`src/rtl/mips_pkg.sv`:
```
// Shared MIPS encoding constants, instruction kinds and the symbolic-to-binary encoder.
// Both the controller and the instruction writer decode/encode through these definitions.
package mips_pkg;

    localparam logic [5:0] OpLw    = 6'b100011;
    localparam logic [5:0] OpSw    = 6'b101011;
    localparam logic [5:0] OpAddi  = 6'b001000;
    localparam logic [5:0] OpBeq   = 6'b000100;
    localparam logic [5:0] OpJ     = 6'b000010;
    localparam logic [5:0] OpRtype = 6'b000000;

    localparam logic [5:0] FunctAdd = 6'b100000;
    localparam logic [5:0] FunctSub = 6'b100010;
    localparam logic [5:0] FunctSlt = 6'b101010;
    localparam logic [5:0] FunctMul = 6'b011100;
    localparam logic [5:0] FunctAnd = 6'b100100;
    localparam logic [5:0] FunctOr  = 6'b100101;

    localparam logic [2:0] AluAdd = 3'b010;
    localparam logic [2:0] AluSub = 3'b100;
    localparam logic [2:0] AluSlt = 3'b110;
    localparam logic [2:0] AluMul = 3'b101;
    localparam logic [2:0] AluAnd = 3'b000;
    localparam logic [2:0] AluOr  = 3'b001;

    typedef enum logic [2:0] {
        KindLw    = 3'd0,
        KindSw    = 3'd1,
        KindAddi  = 3'd2,
        KindBeq   = 3'd3,
        KindJ     = 3'd4,
        KindRtype = 3'd5
    } kind_e;

    typedef struct packed {
        logic        legal;
        logic [31:0] word;
    } enc_t;

    function automatic enc_t encode_instr(
        input logic [2:0]  kind,
        input logic [2:0]  alu,
        input logic [4:0]  rs,
        input logic [4:0]  rt,
        input logic [4:0]  rd,
        input logic [15:0] imm,
        input logic [25:0] target
    );
        enc_t       e;
        logic [5:0] funct;
        logic       funct_ok;
        e.legal  = 1'b1;
        e.word   = '0;
        funct    = '0;
        funct_ok = 1'b1;
        case (alu)
            AluAdd:  funct = FunctAdd;
            AluSub:  funct = FunctSub;
            AluSlt:  funct = FunctSlt;
            AluMul:  funct = FunctMul;
            AluAnd:  funct = FunctAnd;
            AluOr:   funct = FunctOr;
            default: funct_ok = 1'b0;
        endcase
        case (kind)
            KindLw:    e.word = {OpLw, rs, rt, imm};
            KindSw:    e.word = {OpSw, rs, rt, imm};
            KindAddi:  e.word = {OpAddi, rs, rt, imm};
            KindBeq:   e.word = {OpBeq, rs, rt, imm};
            KindJ:     e.word = {OpJ, target};
            KindRtype: begin
                e.word  = {OpRtype, rs, rt, rd, 5'b00000, funct};
                e.legal = funct_ok;
            end
            default:   e.legal = 1'b0;
        endcase
        return e;
    endfunction

endpackage

```
`src/rtl/sync_fifo.sv`:
```
// First-word-fall-through synchronous FIFO; rdata_o shows the head whenever not empty.
// Push when full and pop when empty are ignored.
module sync_fifo #(
    parameter int unsigned WIDTH = 32,
    parameter int unsigned DEPTH = 4
) (
    input  logic             clk_i,
    input  logic             rst_i,
    input  logic             flush_i,
    input  logic             push_i,
    input  logic [WIDTH-1:0] wdata_i,
    input  logic             pop_i,
    output logic [WIDTH-1:0] rdata_o,
    output logic             full_o,
    output logic             empty_o
);

    localparam int unsigned PtrW = $clog2(DEPTH);

    logic [WIDTH-1:0] mem_q [DEPTH];
    logic [PtrW-1:0]  wr_ptr_q, rd_ptr_q;
    logic [PtrW:0]    count_q;
    logic             push_ok, pop_ok;

    assign full_o  = (count_q == (PtrW + 1)'(DEPTH));
    assign empty_o = (count_q == '0);
    assign push_ok = push_i && !full_o;
    assign pop_ok  = pop_i && !empty_o;
    assign rdata_o = mem_q[rd_ptr_q];

    always_ff @(posedge clk_i) begin
        if (push_ok) begin
            mem_q[wr_ptr_q] <= wdata_i;
        end
    end

    always_ff @(posedge clk_i) begin
        if (rst_i || flush_i) begin
            wr_ptr_q <= '0;
            rd_ptr_q <= '0;
            count_q  <= '0;
        end else begin
            if (push_ok) wr_ptr_q <= wr_ptr_q + 1'b1;
            if (pop_ok)  rd_ptr_q <= rd_ptr_q + 1'b1;
            case ({push_ok, pop_ok})
                2'b10:   count_q <= count_q + 1'b1;
                2'b01:   count_q <= count_q - 1'b1;
                default: count_q <= count_q;
            endcase
        end
    end

endmodule

```
`src/rtl/instr_encoder_writer.sv`:
```
// Encodes symbolic instructions into MIPS words, queues them and writes them
// sequentially into instruction memory from word address 0.
module instr_encoder_writer
    import mips_pkg::*;
#(
    parameter int unsigned DEPTH  = 4,
    parameter int unsigned ADDR_W = 8
) (
    input  logic              clk_i,
    input  logic              rst_i,
    input  logic              start_i,
    input  logic              in_valid_i,
    output logic              in_ready_o,
    input  logic [2:0]        in_kind_i,
    input  logic [2:0]        in_alu_i,
    input  logic [4:0]        in_rs_i,
    input  logic [4:0]        in_rt_i,
    input  logic [4:0]        in_rd_i,
    input  logic [15:0]       in_imm_i,
    input  logic [25:0]       in_target_i,
    output logic              mem_we_o,
    input  logic              mem_ready_i,
    output logic [ADDR_W-1:0] mem_addr_o,
    output logic [31:0]       mem_wdata_o,
    output logic              err_o,
    output logic              prog_full_o,
    output logic [ADDR_W:0]   words_written_o
);

    enc_t            enc;
    logic            accept, push, pop;
    logic            fifo_full, fifo_empty;
    logic [31:0]     fifo_head;
    logic [ADDR_W:0] accept_cnt_q, accept_cnt_d;
    logic [ADDR_W:0] written_q, written_d;
    logic [ADDR_W-1:0] addr_q, addr_d;
    logic            err_q, err_d;

    assign enc = encode_instr(in_kind_i, in_alu_i, in_rs_i, in_rt_i, in_rd_i,
                              in_imm_i, in_target_i);

    // The counter saturates at 2^ADDR_W, so its top bit alone marks a full program.
    assign prog_full_o = accept_cnt_q[ADDR_W];
    assign in_ready_o  = !fifo_full && !prog_full_o && !start_i;
    assign accept      = in_valid_i && in_ready_o;
    assign push        = accept && enc.legal;
    assign pop         = mem_we_o && mem_ready_i;

    assign mem_we_o        = !fifo_empty;
    assign mem_wdata_o     = fifo_empty ? 32'h0 : fifo_head;
    assign mem_addr_o      = addr_q;
    assign err_o           = err_q;
    assign words_written_o = written_q;

    sync_fifo #(
        .WIDTH (32),
        .DEPTH (DEPTH)
    ) u_fifo (
        .clk_i   (clk_i),
        .rst_i   (rst_i),
        .flush_i (start_i),
        .push_i  (push),
        .wdata_i (enc.word),
        .pop_i   (pop),
        .rdata_o (fifo_head),
        .full_o  (fifo_full),
        .empty_o (fifo_empty)
    );

    always_comb begin
        accept_cnt_d = accept_cnt_q;
        written_d    = written_q;
        addr_d       = addr_q;
        err_d        = err_q;
        if (start_i) begin
            accept_cnt_d = '0;
            written_d    = '0;
            addr_d       = '0;
            err_d        = 1'b0;
        end else begin
            if (push)                  accept_cnt_d = accept_cnt_q + 1'b1;
            if (accept && !enc.legal)  err_d        = 1'b1;
            if (pop) begin
                addr_d    = addr_q + 1'b1;
                written_d = written_q + 1'b1;
            end
        end
    end

    always_ff @(posedge clk_i) begin
        if (rst_i) begin
            accept_cnt_q <= '0;
            written_q    <= '0;
            addr_q       <= '0;
            err_q        <= 1'b0;
        end else begin
            accept_cnt_q <= accept_cnt_d;
            written_q    <= written_d;
            addr_q       <= addr_d;
            err_q        <= err_d;
        end
    end

endmodule

```
`config.mk`:
```
export PLATFORM = sky130hd
export DESIGN_NAME = instr_encoder_writer
export DESIGN_NICKNAME = d
export VERILOG_FILES = /design/src/rtl/mips_pkg.sv /design/src/rtl/sync_fifo.sv /design/src/rtl/instr_encoder_writer.sv
export SDC_FILE = /design/constraint.sdc
export NUM_CORES = 1
export LEC_CHECK = 0
export ABC_CLOCK_PERIOD_IN_PS = 7050
export BUFFER_PORTS_ARGS = -buffer_cell sky130_fd_sc_hd__buf_4
export CAP_MARGIN = 40
export CORE_MARGIN = 8
export CORE_UTILIZATION = 62
export CTS_BUF_LIST = sky130_fd_sc_hd__clkbuf_2
export CTS_CLUSTER_SIZE = 28
export DETAILED_ROUTE_END_ITERATION = 7
export PLACE_DENSITY = 0.87
export SKIP_LAST_GASP = 1
export SYNTH_ARGS = -nofsm -noshare
export SYNTH_HDL_FRONTEND = slang
export SYNTH_SLANG_ARGS = --single-unit
```
`constraint.sdc`:
```
create_clock -name clk_i -period 7.05 [get_ports clk_i]
set_clock_uncertainty 0.15 [all_clocks]
set_input_delay 0.705 -clock clk_i [delete_from_list [all_inputs] [get_ports clk_i]]
set_output_delay 0.705 -clock clk_i [all_outputs]
set_load 0.02 [all_outputs]
```
==> impl_metrics.json <==
{
  "status": "finished clean",
  "path_max_fanout": 19,
  "holdCritStartpoint": "in_imm_i[5]",
  "io_buffers": 119,
  "required_ns": 6.19,
  "place_inst": 726,
  "netlist_instances": 494,
  "die_area_um2": 14640,
  "gp_congestion": 0.8721,
  "yosysUniqueCellTypes": 50,
  "drv_cap": 0,
  "wl_per_cell_um": 19.74,
  "relSlewSlack": 0.3763,
  "vias_per_cell": 5.934,
  "num_rows": 38,
  "fin_cells": 757,
  "initial_core_util": 0.6332,
  "rsz0062_at_grt": "no",
  "root_buffer": "clkbuf_2",
  "tightest_slew_ns": 0.9337,
  "hold_buffers": 0,
  "die_h_um": 121.0,
  "antenna_found_initial": 0,
  "stdcell_area_um2": 8078,
  "r2r_start": "u_fifo.count_q[2]",
  "gr-total-overflow": 0,
  "fin_nets": 682,
  "nFillCells": 666,
  "diodes": 0,
  "ctsResizeCount": 0,
  "p_per_area_nw_per_um2": 208.1,
  "syn_area_um2": 6834,
  "yosysSeqAreaShare": 0.6327,
  "fin_crit_ns": 3.345,
  "postRouteAntennaNets": 0,
  "track_usage": 0.2036,
  "arrival_ns": 2.49,
  "async_reset_ff_frac": 0,
  "dp_hpwl_um": 10210,
  "grt_pass1_wl_um": 22800,
  "synth_top_area_frac": 0.5273,
  "synth_edf_count": 120,
  "vias": 4492,
  "cts_tree": "built",
  "dr.first_iter.drc_count": 370,
  "total_power_mw": 1.681,
  "die_w_um": 121.0,
  "core-area_um2": 10790,
  "path_clk_slew_ns": 0.21,
  "cts_buffer_depth": 2,
  "drt_pass1_iterations": 5,
  "synth_top_cell_by_area": "edfxtp_1",
  "layout-drive-gt1-share": 0.3144,
  "drc": 0,
  "grt_max_degree": 36,
  "critPathKind": "flip-flop to output port",
  "cts_setup_buffers": 0,
  "max_freq_ghz": 0.2989,
  "io_pins": 121,
  "setup_viol": 0,
  "final-hold-violation-count": 0,
  "cp-end-kind": "output port",
  "holdPathStages": 2,
  "ys_ff_latch": 156,
  "period_share": 0.4745,
  "synth_flop_cell": "edfxtp_1",
  "ff2ff_path_depth": 10,
  "setup_tns_ns": 0,
  "drv_slew": 0,
  "clk_latency_ns": 0.70,
  "holdWs_ns": 0.2094,
  "htree_levels": 4,
  "avgSynthCellArea_um2": 13.83,
  "hp-class": "input pin to flip-flop",
  "cts_sinks": 156,
  "first_global_vias": 4680,
  "vdd_drop_max_mv": 0.1247,
  "area_growth_pct": 18.20,
  "yosys_warnings": 0,
  "p_leak_nw": 2.927,
  "totalWireLength_um": 14950,
  "cts_buffers": 17,
  "synthesis.nets": 571,
  "synth_area_leaders": "edfxtp_1, dfxtp_1, mux4_2",
  "start_kind": "flip-flop",
  "post_dp_cell_area_um2": 7811
}
cell usage in the layout (no fill, tap or decap), types with 4 or more instances in the layout:
cell type,netlist,routed
a21oi_1,16,16
a22oi_1,10,10
and3_2,0,4
buf_4,2,122
bufinv_16,0,4
clkbuf_2,0,19
dfxtp_1,36,35
edfxtp_1,120,120
ha_1,8,8
inv_1,33,33
mux2i_1,6,6
mux4_2,30,30
nand2_1,20,20
nand3_1,8,8
nand4_1,8,8
nor2_1,32,32
nor2b_1,36,36
nor3_1,5,4
o21ai_0,14,14
o22ai_1,17,17
xnor2_1,10,10
xor2_1,10,10
registers in the layout, summed over array words and instances, names as in the netlist, named ones only:
register / count
u_fifo.mem_q: 120
accept_cnt_q: 9
words_written_o: 9
mem_addr_o: 8
u_fifo.count_q: 3
u_fifo.rd_ptr_q: 2
u_fifo.wr_ptr_q: 2
err_o: 1
final cells by class:
type                            count  area (µm²)  share of cell area
Timing Repair Buffer              123       935.9              0.1159
Clock inverter                     12       171.4             0.02122
Multi-Input combinational cell    274        2251              0.2787
Sequential cell                   156        4325              0.5355
Inverter                           33       123.9             0.01533
Clock buffer                       19       95.09             0.01177
Tap cell                          140       175.2             0.02169
worst max-delay path, stage by stage (launching register included):
cell     delay [ns]
dfxtp_1        0.74
buf_4          0.39
mux4_2         0.37
nor2b_1        0.14
buf_4          0.16
power breakdown:
part	internal, mW	switching, mW	leakage (nW)
logic	0.0620	0.0757	1.39
clock network	0.232	0.302	0.149
registers	1.01	0.00404	1.39
total	1.30	0.382	2.93
per-layer routing:
| metal | vias to the layer above | GRT usage | wire, µm | part of all wire |
|---|---|---|---|---|
| li1 | 2059 | - | - | - |
| met1 | 2203 | 0.2226 | 5473 | 0.37 |
| met2 | 190 | 0.3554 | 7851 | 0.53 |
| met3 | 40 | 0.04839 | 1106 | 0.074 |
| met4 | 0 | 0.1179 | 514 | 0.034 |
| met5 | - | 0 | 0 | 0 |
synth_stat cells, types with 5 or more instances:
| library cell | n |
|---|---|
| a21oi_1 | 16 |
| a22oi_1 | 10 |
| and3_1 | 7 |
| buf_2 | 5 |
| clkbuf_1 | 21 |
| dfxtp_1 | 36 |
| edfxtp_1 | 120 |
| ha_1 | 8 |
| inv_1 | 33 |
| mux2i_1 | 6 |
| mux4_2 | 30 |
| nand2_1 | 20 |
| nand3_1 | 8 |
| nand4_1 | 8 |
| nor2_1 | 32 |
| nor2b_1 | 36 |
| nor3_1 | 5 |
| o21ai_0 | 14 |
| o22ai_1 | 17 |
| xnor2_1 | 10 |
| xor2_1 | 10 |
path summary, 6_finish.rpt:
| path | end | slack [ns] |
|---|---|---|
| setup / recovery | mem_wdata_o[10] | 3.70 |
| hold / removal | u_fifo.mem_q[1][5] | 0.21 |
| setup reg to reg | u_fifo.count_q[2] | 4.38 |
| hold reg to reg | accept_cnt_q[6] | 0.35 |
through the flow:
step | worst slack, ns | util
3_3_place_gp | 3.857 | 0.7212
3_5_place_dp | 3.694 | 0.7237
6_report | 3.705 | 0.7484
4_1_cts | 3.597 | 0.7484
5_1_grt | 3.550 | 0.7484
2_1_floorplan | 4.324 | -
cell families (layout without fill, tap and decap cells):
logic type | after synthesis | after routing | synth area share
adder cells (fa/ha/maj) | 9 | 9 | 0.01758
AND/OR/NAND/NOR | 135 | 135 | 0.1075
buffers and inverters | 64 | 187 | 0.03936
other | 1 | 1 | 0.0005487
AO/OA/AOI/OAI | 72 | 72 | 0.06738
multiplexers | 37 | 37 | 0.1093
flip-flops | 156 | 156 | 0.6327
XOR/XNOR | 20 | 20 | 0.02563
Power figures use the tool's default switching activity.
